## src/rtl/ifetch_pkg.sv

```systemverilog
// Shared types and constants for the instruction fetch stage.
// The fetch entry carries the PC, the fetched word, and a misaligned-fetch marker.
package ifetch_pkg;

  typedef struct packed {
    logic [31:0] pc;
    logic [31:0] instr;
    logic        misalign;
  } fetch_entry_t;

  localparam logic [31:0] NOP_INSTR        = 32'h0000_0013;
  localparam logic [31:0] DEFAULT_RESET_PC = 32'h0000_0000;
  localparam logic [31:0] PC_STEP          = 32'h0000_0004;

  // Clear the byte-offset bits so the result addresses a whole 32-bit word.
  function automatic logic [31:0] align_word(input logic [31:0] addr);
    return addr & 32'hFFFF_FFFC;
  endfunction

endpackage

```

## src/rtl/ifetch_fifo.sv

```systemverilog
// Small circular buffer of fetch entries between imem capture and decode.
// Flush wins over push/pop in the same cycle. DEPTH must be a power of two >= 2.
module ifetch_fifo
  import ifetch_pkg::*;
#(
  parameter int DEPTH = 2
) (
  input  logic                     clk,
  input  logic                     rst_n,
  input  logic                     push_i,
  input  fetch_entry_t             push_data_i,
  input  logic                     pop_i,
  input  logic                     flush_i,
  output fetch_entry_t             head_o,
  output logic [$clog2(DEPTH):0]   count_o
);

  localparam int AW = $clog2(DEPTH);
  localparam int CW = AW + 1;
  localparam logic [AW-1:0] PTR_ONE = AW'(1);
  localparam logic [CW-1:0] CNT_ONE = CW'(1);

  fetch_entry_t  mem_q [DEPTH];
  fetch_entry_t  mem_d [DEPTH];
  logic [AW-1:0] rd_ptr_q, rd_ptr_d;
  logic [AW-1:0] wr_ptr_q, wr_ptr_d;
  logic [CW-1:0] count_q, count_d;

  // Next-state for storage, pointers and occupancy.
  always_comb begin
    mem_d    = mem_q;
    rd_ptr_d = rd_ptr_q;
    wr_ptr_d = wr_ptr_q;
    count_d  = count_q;
    if (flush_i) begin
      rd_ptr_d = '0;
      wr_ptr_d = '0;
      count_d  = '0;
    end else begin
      if (push_i) begin
        mem_d[wr_ptr_q] = push_data_i;
        wr_ptr_d        = wr_ptr_q + PTR_ONE;
      end else begin
        wr_ptr_d = wr_ptr_q;
      end
      if (pop_i) begin
        rd_ptr_d = rd_ptr_q + PTR_ONE;
      end else begin
        rd_ptr_d = rd_ptr_q;
      end
      case ({push_i, pop_i})
        2'b10:   count_d = count_q + CNT_ONE;
        2'b01:   count_d = count_q - CNT_ONE;
        default: count_d = count_q;
      endcase
    end
  end

  // State registers; storage cleared on reset so the head reads as zero.
  always_ff @(posedge clk or negedge rst_n) begin
    if (!rst_n) begin
      for (int i = 0; i < DEPTH; i++) begin
        mem_q[i] <= '0;
      end
      rd_ptr_q <= '0;
      wr_ptr_q <= '0;
      count_q  <= '0;
    end else begin
      mem_q    <= mem_d;
      rd_ptr_q <= rd_ptr_d;
      wr_ptr_q <= wr_ptr_d;
      count_q  <= count_d;
    end
  end

  assign head_o  = mem_q[rd_ptr_q];
  assign count_o = count_q;

endmodule

```

## src/rtl/ifetch_stage.sv

```systemverilog
// Instruction fetch stage: owns the PC, issues word reads to a 1-cycle imem,
// buffers responses and hands {pc, instr} to decode over valid/ready.
// Optional feature macro: IFETCH_MISALIGN_TRAP_EN -- a misaligned redirect
// produces a single trap-marker entry and halts fetch until the next redirect.
// Without it, redirect targets are silently word-aligned.
module ifetch_stage
  import ifetch_pkg::*;
#(
  parameter logic [31:0] RESET_PC   = DEFAULT_RESET_PC,
  parameter int          FIFO_DEPTH = 2
) (
  input  logic        clk,
  input  logic        rst_n,
  output logic        imem_rEn,
  output logic        imem_oEn,
  output logic [31:0] imem_rAddr,
  input  logic [31:0] imem_rData,
  input  logic        redirect_valid,
  input  logic [31:0] redirect_pc,
  output logic        out_valid,
  input  logic        out_ready,
  output logic [31:0] out_pc,
  output logic [31:0] out_instr,
  output logic        out_misalign
);

  localparam int AW = $clog2(FIFO_DEPTH);
  localparam int CW = AW + 1;
  localparam logic [CW-1:0] DEPTH_C = CW'(FIFO_DEPTH);
`ifdef IFETCH_MISALIGN_TRAP_EN
  localparam logic MISALIGN_EN = 1'b1;
`else
  localparam logic MISALIGN_EN = 1'b0;
`endif

  logic [31:0]   pc_q, pc_d;
  logic [31:0]   inflight_pc_q, inflight_pc_d;
  logic          inflight_q, inflight_d;
  logic          halt_s;
  logic          misalign_push_s;
`ifdef IFETCH_MISALIGN_TRAP_EN
  logic          halt_q, halt_d;
  logic          misalign_pend_q, misalign_pend_d;
`endif

  logic          issue_s;
  logic          pop_s;
  logic          push_s;
  fetch_entry_t  push_data_s;
  fetch_entry_t  head_s;
  logic [CW-1:0] fifo_count_s;
  logic [CW-1:0] credit_used_s;

`ifdef IFETCH_MISALIGN_TRAP_EN
  assign halt_s          = halt_q;
  assign misalign_push_s = misalign_pend_q;
`else
  assign halt_s          = 1'b0;
  assign misalign_push_s = 1'b0;
`endif

  // Issue decision: a read goes out only if its response is guaranteed a FIFO slot.
  // rst_n gates it so imem sees no request while reset is held.
  always_comb begin
    pop_s         = out_valid & out_ready & ~redirect_valid;
    credit_used_s = fifo_count_s + CW'(inflight_q) - CW'(pop_s);
    if (rst_n && !redirect_valid && !halt_s && (credit_used_s < DEPTH_C)) begin
      issue_s = 1'b1;
    end else begin
      issue_s = 1'b0;
    end
  end

  // PC / in-flight / halt next-state; redirect overrides everything else.
  always_comb begin
    pc_d          = pc_q;
    inflight_d    = 1'b0;
    inflight_pc_d = inflight_pc_q;
`ifdef IFETCH_MISALIGN_TRAP_EN
    halt_d          = halt_q;
    misalign_pend_d = 1'b0;
`endif
    if (redirect_valid) begin
      inflight_d = 1'b0;
`ifdef IFETCH_MISALIGN_TRAP_EN
      pc_d = redirect_pc;
      if (redirect_pc[1:0] != 2'b00) begin
        halt_d          = 1'b1;
        misalign_pend_d = 1'b1;
      end else begin
        halt_d          = 1'b0;
        misalign_pend_d = 1'b0;
      end
`else
      pc_d = align_word(redirect_pc);
`endif
    end else if (issue_s) begin
      pc_d          = pc_q + PC_STEP;
      inflight_d    = 1'b1;
      inflight_pc_d = pc_q;
    end else begin
      inflight_d = 1'b0;
    end
  end

  // Capture path: imem response or trap marker goes into the FIFO unless flushed.
  always_comb begin
    push_s = ~redirect_valid & (inflight_q | misalign_push_s);
    if (misalign_push_s) begin
      push_data_s = '{pc: pc_q, instr: NOP_INSTR, misalign: 1'b1};
    end else begin
      push_data_s = '{pc: inflight_pc_q, instr: imem_rData, misalign: 1'b0};
    end
  end

  // Fetch-control state registers.
  always_ff @(posedge clk or negedge rst_n) begin
    if (!rst_n) begin
      pc_q          <= RESET_PC;
      inflight_q    <= 1'b0;
      inflight_pc_q <= 32'h0000_0000;
`ifdef IFETCH_MISALIGN_TRAP_EN
      halt_q          <= 1'b0;
      misalign_pend_q <= 1'b0;
`endif
    end else begin
      pc_q          <= pc_d;
      inflight_q    <= inflight_d;
      inflight_pc_q <= inflight_pc_d;
`ifdef IFETCH_MISALIGN_TRAP_EN
      halt_q          <= halt_d;
      misalign_pend_q <= misalign_pend_d;
`endif
    end
  end

  ifetch_fifo #(
    .DEPTH (FIFO_DEPTH)
  ) u_fifo (
    .clk         (clk),
    .rst_n       (rst_n),
    .push_i      (push_s),
    .push_data_i (push_data_s),
    .pop_i       (pop_s),
    .flush_i     (redirect_valid),
    .head_o      (head_s),
    .count_o     (fifo_count_s)
  );

  assign imem_rEn     = issue_s;
  assign imem_oEn     = issue_s;
  assign imem_rAddr   = align_word(pc_q);
  assign out_valid    = (fifo_count_s != '0);
  assign out_pc       = head_s.pc;
  assign out_instr    = head_s.instr;
  assign out_misalign = head_s.misalign & MISALIGN_EN;

endmodule

```

## config.mk

```make
export PLATFORM = sky130hd
export DESIGN_NAME = ifetch_stage
export DESIGN_NICKNAME = d
export VERILOG_FILES = /design/src/rtl/ifetch_pkg.sv /design/src/rtl/ifetch_fifo.sv /design/src/rtl/ifetch_stage.sv
export SDC_FILE = /design/constraint.sdc
export NUM_CORES = 1
export LEC_CHECK = 0
export CAP_MARGIN = 40
export CORE_MARGIN = 3
export CORE_UTILIZATION = 51
export DETAILED_ROUTE_END_ITERATION = 12
export GPL_ROUTABILITY_DRIVEN = 0
export PLACE_DENSITY = 0.9
export SYNTH_ARGS = -nofsm -noshare
export SYNTH_HDL_FRONTEND = slang
export SYNTH_SLANG_ARGS = --single-unit
```

## constraint.sdc

```tcl
create_clock -name clk -period 5.8 [get_ports clk]
set_input_delay 1.16 -clock clk [delete_from_list [all_inputs] [get_ports clk]]
set_output_delay 1.16 -clock clk [all_outputs]
set_load 0.01 [all_outputs]
```

=== Yosys cells after proc, flatten, opt, wreduce, memory -nomap -nowiden ===
Index checks and enable logic that the tools add are counted.

* Input port bits: 68
* Register bits: 199
* Logic and storage cells: 59

* Muxes and demuxes: 17
* Reduce and logical (&&, ||, !) cells: 11
* Bitwise operators: 6
* Add/subtract/negate cells: 7
* $lt $le $gt $ge: 4
* Equality and inequality tests: 2

{| class="wikitable"
|+ Operator list
! kind !! count
|-
| $mux W65 || 4
|-
| $bwmux W130 || 1
|-
| $demux W65 S1 || 1
|-
| $mux W32 || 2
|-
| $add A32 B3 Y32 const B || 1
|-
| $reduce_bool A2 Y1 || 4
|-
| $mux W1 || 7
|-
| $ge A2 B2 Y1 const B || 2
|-
| $not A1 Y2 || 2
|-
| $pmux W2 S2 || 1
|-
| $reduce_and A2 Y1 || 2
|-
| $and A1 B1 Y1 || 3
|-
| $logic_and A1 B1 Y1 || 3
|-
| $reduce_bool A3 Y1 || 1
|-
| $add A1 B1 Y1 const B || 2
|-
| $add A2 B1 Y2 || 1
|-
| $add A2 B1 Y2 const B || 1
|-
| $eq A2 B1 Y1 const B || 1
|-
| $eq A2 B2 Y1 const B || 1
|-
| $lt A2 B1 Y1 const B || 1
|-
| $lt A2 B2 Y1 const B || 1
|-
| $mux W2 || 1
|-
| $sub A2 B1 Y2 || 1
|-
| $sub A2 B1 Y2 const B || 1
|-
| other kinds (2) || 2
|}

=== Logic depth before layout (Yosys ltp) ===
* Depth in word-level cells: 9
* Depth in mapped cells: 11
* Mapped depth without buffers: 9

=== By module ===
From an unflattened synthesis, not the netlist that was laid out.

* Cell total of the unflattened synthesis: 655
* Area total of the unflattened synthesis: 8827.2 µm²

{| class="wikitable"
|+ By module, submodules not included
! module !! area an instance (µm²) !! cells an instance !! instances !! seq. area each (µm²)
|-
| ifetch_fifo || 5843.1 || 364 || 1 || 3353.2
|-
| ifetch_stage || 2984.1 || 291 || 1 || 1526.5
|}

=== Worst setup path after synthesis ===
OpenSTA, ideal clock, no wires.

* Kind: input to output
* Start point: input port redirect_valid
* End point: output port imem_rEn
* Buffers on the path: 5
* Arrival time: 3217 ps
* Data required time: 4640 ps
* Slack: 1423 ps
* Stages: 11
* Cell sequence: clkbuf_1 clkbuf_1 nor2_1 ha_1 nor2b_1 xnor2_2 nand3_1 buf_4 buf_2 inv_1 buf_4

* Cells in the longest elaborated chain, start to end: 6
* Elaborated cells on any way between the ends: 8

{| class="wikitable"
|+ RTL lines
! element !! line !! source
|-
| from (decl) || ifetch_stage.sv:18 || <nowiki>input logic redirect_valid,</nowiki>
|-
| $not A1 Y1 (no source line) || -- ||
|-
| $and A1 B1 Y1 || ifetch_stage.sv:65 || <nowiki>pop_s = out_valid & out_ready & ~redirect_valid;</nowiki>
|-
| $sub A2 B1 Y2 || ifetch_stage.sv:66 || <nowiki>credit_used_s = fifo_count_s + CW'(inflight_q) - CW'(pop_s);</nowiki>
|-
| $lt A2 B2 Y1 || ifetch_stage.sv:67 || <nowiki>if (rst_n && !redirect_valid && !halt_s && (credit_used_s < DEPTH_C)) begin</nowiki>
|-
| $logic_and A1 B1 Y1 * || ifetch_stage.sv:67 ||
|-
| $mux W1 * || ifetch_stage.sv:67 ||
|-
| to (decl) || ifetch_stage.sv:14 || <nowiki>output logic imem_rEn,</nowiki>
|}

Every way passes the cells marked *; elsewhere a longest branch is shown, timed or not.

=== Worst setup path after layout ===
* Start point: input port out_ready
* End point: output port imem_rEn

* Cells in the longest elaborated chain, start to end: 6

{| class="wikitable"
|+ RTL lines
! element !! line !! source
|-
| from (decl) || ifetch_stage.sv:21 || <nowiki>input logic out_ready,</nowiki>
|-
| $and A1 B1 Y1 (2 in a row) || ifetch_stage.sv:65 ||
|-
| $sub A2 B1 Y2 || ifetch_stage.sv:66 ||
|-
| $lt A2 B2 Y1 || ifetch_stage.sv:67 ||
|-
| $logic_and A1 B1 Y1 || ifetch_stage.sv:67 ||
|-
| $mux W1 || ifetch_stage.sv:67 ||
|}

Every way passes these cells.

==> report_table.html <==
<table>
<tr><th>Metric</th><th>Value</th></tr>
<tr><th colspan="2">Floorplanning</th></tr>
<tr><td>Starting Density</td><td>53.0%</td></tr>
<tr><td>Boundary Pins</td><td>168</td></tr>
<tr><td>Floorplan die height</td><td>135 um</td></tr>
<tr><td>Horizontal extent of the die</td><td>135 um</td></tr>
<tr><td>Row count</td><td>46</td></tr>
<tr><td>Total Die Area</td><td>0.0183 mm2</td></tr>
<tr><td>Floorplan core area</td><td>0.0161 mm2</td></tr>
<tr><th colspan="2">Run</th></tr>
<tr><td>Max Cap Violations</td><td>0</td></tr>
<tr><th colspan="2">GRT</th></tr>
<tr><td>Pin count of the biggest net entering global routing</td><td>70</td></tr>
<tr><td>Overflow after GRT</td><td>0</td></tr>
<tr><td>Initial antenna violation count</td><td>0</td></tr>
<tr><td>Global-route wire length before repair</td><td>30.4 mm</td></tr>
<tr><td>Via count of the first global-routing pass</td><td>5963</td></tr>
<tr><td>Overall global routing resource usage</td><td>21.1%</td></tr>
<tr><th colspan="2">Layout</th></tr>
<tr><td>Antenna diode instance count</td><td>0</td></tr>
<tr><td>Finished Core Util</td><td>68.4%</td></tr>
<tr><td>Number of filler instances in the final layout</td><td>1151</td></tr>
<tr><td>Final net count</td><td>864</td></tr>
<tr><td>Final std cells w/o fill</td><td>1023</td></tr>
<tr><td>Syn-to-layout area delta</td><td>29.1%</td></tr>
<tr><td>Share of cells above drive strength 1</td><td>33.5%</td></tr>
<tr><th colspan="2">Synthesis</th></tr>
<tr><td>Synthesized-area fraction occupied by ao, oa, aoi and oai cells</td><td>3.40%</td></tr>
<tr><td>Simple-gate area share of the yosys netlist</td><td>7.41%</td></tr>
<tr><td>Main combinational cell family by area after synthesis</td><td>multiplexers</td></tr>
<tr><td>Cell area after synthesis</td><td>0.00854 mm2</td></tr>
<tr><td>Synth top area cells</td><td>dfrtp_1 55%, mux2_2 28%, nand2_1 1.8%, o21ai_0 1.4%, xnor2_1 1.3%</td></tr>
<tr><td>Ys async rst share</td><td>100%</td></tr>
<tr><td>Cells after synthesis</td><td>644</td></tr>
<tr><td>Cell type with the largest total area after synthesis</td><td>dfrtp_1</td></tr>
<tr><td>Commonest cells in the synthesized netlist</td><td>212 x mux2_2, 189 x dfrtp_1, 41 x nand2_1, 30 x clkbuf_1, 24 x o21ai_0</td></tr>
<tr><td>Mapped Avg Cell Area</td><td>13.3 um2</td></tr>
<tr><td>Number of synthesized flops with an enable pin</td><td>0</td></tr>
<tr><td>Most common flop cell mapped by yosys</td><td>dfrtp_1</td></tr>
<tr><td>Synthesis warning total</td><td>0</td></tr>
<tr><td>Xor/xnor share of the synthesized area</td><td>2.55%</td></tr>
<tr><td>Post-synthesis sequential area ratio</td><td>55.4%</td></tr>
<tr><td>Top cell type's share of synthesized area</td><td>55.4%</td></tr>
<tr><td>Adder and majority cell fraction of the synthesized area</td><td>0.293%</td></tr>
<tr><td>Most repeated cell in the gate-level netlist after synthesis</td><td>mux2_2</td></tr>
<tr><td>Unique cell type count in the Yosys netlist</td><td>40</td></tr>
<tr><td>Fraction of synthesized area in multiplexers</td><td>28.1%</td></tr>
<tr><td>Register bit count reported by yosys</td><td>189</td></tr>
<tr><th colspan="2">Clock tree</th></tr>
<tr><td>Clock root buffer</td><td>clkbuf_16</td></tr>
<tr><td>Num Clock Sinks</td><td>189</td></tr>
<tr><td>Post-CTS Setup Bufs</td><td>0</td></tr>
<tr><td>CTS H-tree depth</td><td>4</td></tr>
<tr><td>Clock-pin slew reported for the worst setup and hold paths after clock tree synthesis</td><td>0.06 ns</td></tr>
<tr><td>Source-to-sink clock delay at the later pin of the worst-skew pair</td><td>0.43 ns</td></tr>
<tr><td>Number of buffers inserted for hold repair after clock tree synthesis</td><td>0</td></tr>
<tr><td>Post-cts resize count</td><td>0</td></tr>
<tr><td>Inserted Clock Buffers</td><td>17</td></tr>
<tr><td>CTS tree</td><td>done</td></tr>
<tr><td>Max clock buf depth</td><td>2</td></tr>
<tr><th colspan="2">Power and ir drop</th></tr>
<tr><td>Leakage</td><td>4.65 nW</td></tr>
<tr><td>Logic pwr share</td><td>26.5%</td></tr>
<tr><td>Total power divided by cell area</td><td>386 mW/mm2</td></tr>
<tr><td>Switching component of the power</td><td>1.11 mW</td></tr>
<tr><td>Cell-internal power</td><td>3.14 mW</td></tr>
<tr><td>Share of power burned in the clock network</td><td>29.3%</td></tr>
<tr><td>Worst IR Drop VDD</td><td>0.238 mV</td></tr>
<tr><td>Relative contribution of sequential cells to total power</td><td>44.2%</td></tr>
<tr><td>Sw frac</td><td>26.1%</td></tr>
<tr><th colspan="2">Route</th></tr>
<tr><td>Final routed wire length divided by cell count</td><td>18.3 um</td></tr>
<tr><td>Ratio of routed vias to standard cells</td><td>5.52</td></tr>
<tr><td>Vias</td><td>5651</td></tr>
<tr><td>Initial drt markers</td><td>314</td></tr>
<tr><td>Detailed Routing Iterations Pass 1</td><td>4</td></tr>
<tr><td>Total wire length</td><td>18.7 mm</td></tr>
<tr><td>DR DRC count</td><td>0</td></tr>
<tr><td>Antenna viol nets, final</td><td>0</td></tr>
<tr><th colspan="2">Critical path</th></tr>
<tr><td>Critical path's top delay family</td><td>buffers and inverters</td></tr>
<tr><td>Worst EP required</td><td>4.64 ns</td></tr>
<tr><td>List of cells traversed by the critical path</td><td>clkdlybuf4s50_1 -&gt; nand2_1 -&gt; nor2_1 -&gt; ha_1 -&gt; nor2b_1 -&gt; xnor2_2 -&gt; nand3_2 -&gt; inv_1 -&gt; clkdlybuf4s50_1</td></tr>
<tr><td>Most frequent cell on the critical path</td><td>clkdlybuf4s50_1</td></tr>
<tr><td>Setup crit start kind</td><td>input pin</td></tr>
<tr><td>Sort of element at the end of the critical path</td><td>primary output</td></tr>
<tr><td>Crit Path Max Fanout</td><td>9</td></tr>
<tr><td>CP max stage delay</td><td>0.55 ns</td></tr>
<tr><td>Worst Setup Path Type</td><td>in2out</td></tr>
<tr><td>Cell type of the slowest stage on the worst timing path</td><td>clkdlybuf4s50_1</td></tr>
<tr><td>Critical path buffers and inverters</td><td>3</td></tr>
<tr><td>Data arrival, critical path</td><td>3.60 ns</td></tr>
<tr><th colspan="2">Timing</th></tr>
<tr><td>Fin crit period</td><td>4.76 ns</td></tr>
<tr><td>Worst slack on hold paths</td><td>0.500 ns</td></tr>
<tr><td>Sum Neg Setup Slack</td><td>0 ns</td></tr>
<tr><td>Final number of hold-violating endpoints</td><td>0</td></tr>
<tr><td>Post-route clock skew</td><td>0.00582 ns</td></tr>
<tr><td>Slew of the pin with the lowest slew margin</td><td>0.852 ns</td></tr>
<tr><td>Post-route fraction of the period consumed by the critical path</td><td>82.1%</td></tr>
<tr><td>Final number of setup-violating endpoints</td><td>0</td></tr>
<tr><td>Slew HR</td><td>43.0%</td></tr>
<tr><td>RSZ-0062 raised after global routing</td><td>false</td></tr>
<tr><td>Maximum clock frequency</td><td>210 MHz</td></tr>
<tr><td>Slew Viols, Final</td><td>0</td></tr>
<tr><th colspan="2">Hold path</th></tr>
<tr><td>Worst min-delay path category</td><td>reg2reg</td></tr>
<tr><th colspan="2">Placed design</th></tr>
<tr><td>Count of input and output buffers</td><td>160</td></tr>
<tr><td>Total instance count after detailed placement</td><td>991</td></tr>
<tr><td>Post-DP HPWL</td><td>12.6 mm</td></tr>
<tr><th colspan="2">Status</th></tr>
<tr><td>Result of the run</td><td>complete, no violations</td></tr>
</table>
through the flow:
stage / setup WS (ns) / cell area [um2] / power, mW
2_1_floorplan: 1.42 / 8550 / 2.47
3_3_place_gp: 1.12 / 10300 / 2.98
3_5_place_dp: 1.03 / 10400 / 3.04
4_1_cts: 1.02 / 11000 / 4.30
5_1_grt: 0.907 / 11000 / 4.47
6_report: 1.04 / 11000 / 4.26
metal layers:
metal / track usage (%) / wire length, um / up-vias / share of wire, %
li1: - / - / 2597 / -
met2: 33.7 / 8980 / 171 / 48
met1: 28.4 / 8360 / 2857 / 45
met5: 0 / 0 / - / 0
met3: 5.05 / 998 / 26 / 5.3
met4: 7.67 / 388 / 0 / 2.1
layout make-up:
cell class | instances | area (um2) | area share, %
Timing Repair Buffer | 170 | 1740 | 15.8
Clock buffer | 19 | 453 | 4.11
Multi-Input combinational cell | 407 | 3600 | 32.7
Clock inverter | 13 | 189 | 1.71
Inverter | 9 | 33.8 | 0.307
Tap cell | 216 | 270 | 2.45
Sequential cell | 189 | 4730 | 42.9
cell usage in the layout, fill, tap and decap left out, types with 2 or more instances in the layout:
| cell | instances |
|---|---|
| mux2_2 | 212 |
| dfrtp_1 | 188 |
| clkdlybuf4s50_1 | 159 |
| nand2_1 | 41 |
| o21ai_0 | 24 |
| clkbuf_16 | 17 |
| nor2_1 | 14 |
| xnor2_1 | 13 |
| nand3_1 | 11 |
| xor2_1 | 10 |
| inv_1 | 9 |
| nand4_1 | 9 |
| or4_1 | 8 |
| a31oi_1 | 8 |
| nor4_1 | 7 |
| buf_4 | 7 |
| and3_1 | 5 |
| o31ai_1 | 5 |
| conb_1 | 5 |
| bufinv_16 | 4 |
| clkinv_4 | 4 |
| nor2b_1 | 3 |
| o211ai_1 | 3 |
| or3_1 | 3 |
| clkbuf_8 | 3 |
| buf_16 | 3 |
| or2_2 | 2 |
| nand3_4 | 2 |
| or3_4 | 2 |
| and4_1 | 2 |
| a2111oi_2 | 2 |
| and2_1 | 2 |
| nor3_1 | 2 |
| ha_1 | 2 |
| clkinvlp_4 | 2 |
| clkinv_2 | 2 |
flip-flops by register name, indices dropped and copies added, names as in the netlist:
| register | cells |
|---|---|
| u_fifo.wr_ptr_q | 1 |
| inflight_q | 1 |
| u_fifo.count_o | 2 |
| u_fifo.mem_q | 124 |
| u_fifo.rd_ptr_q | 1 |
| inflight_pc_q | 30 |
| pc_q | 30 |
power groups by stage:
stage                     Sequential, mW  Combinational (mW)  Clock [mW]
final                               1.88                1.13        1.25
after global routing                1.93                1.22        1.32
after CTS                           1.88                1.15        1.27
after detailed placement            1.91                1.14           0
after global placement              1.88                1.10           0
after floorplan                     1.84               0.629           0
logic make-up (layout without fill, tap and decap cells):
logic type / after synthesis / count (layout)
AO/OA/AOI/OAI: 46 / 46
XOR/XNOR: 24 / 24
adder cells (fa/ha/maj): 2 / 2
buffers and inverters: 52 / 211
flip-flops: 189 / 189
multiplexers: 213 / 213
other: 1 / 5
AND/OR/NAND/NOR: 117 / 117
final timing paths:
kind / start / endpoint / slack (ns) / depth (start not counted)
hold reg to reg: u_fifo.mem_q[52] / u_fifo.mem_q[52] / 0.50 / 1
setup reg to reg: u_fifo.count_o[1] / pc_q[28] / 2.58 / 9
hold / removal: u_fifo.mem_q[52] / u_fifo.mem_q[52] / 0.50 / 1
max in group asynchronous: rst_n / u_fifo.rd_ptr_q / 3.82 / 2
setup / recovery: out_ready / imem_rEn / 1.04 / 9
min in group asynchronous: rst_n / u_fifo.mem_q[29] / 0.72 / 1
Power figures use the tool's default switching activity.
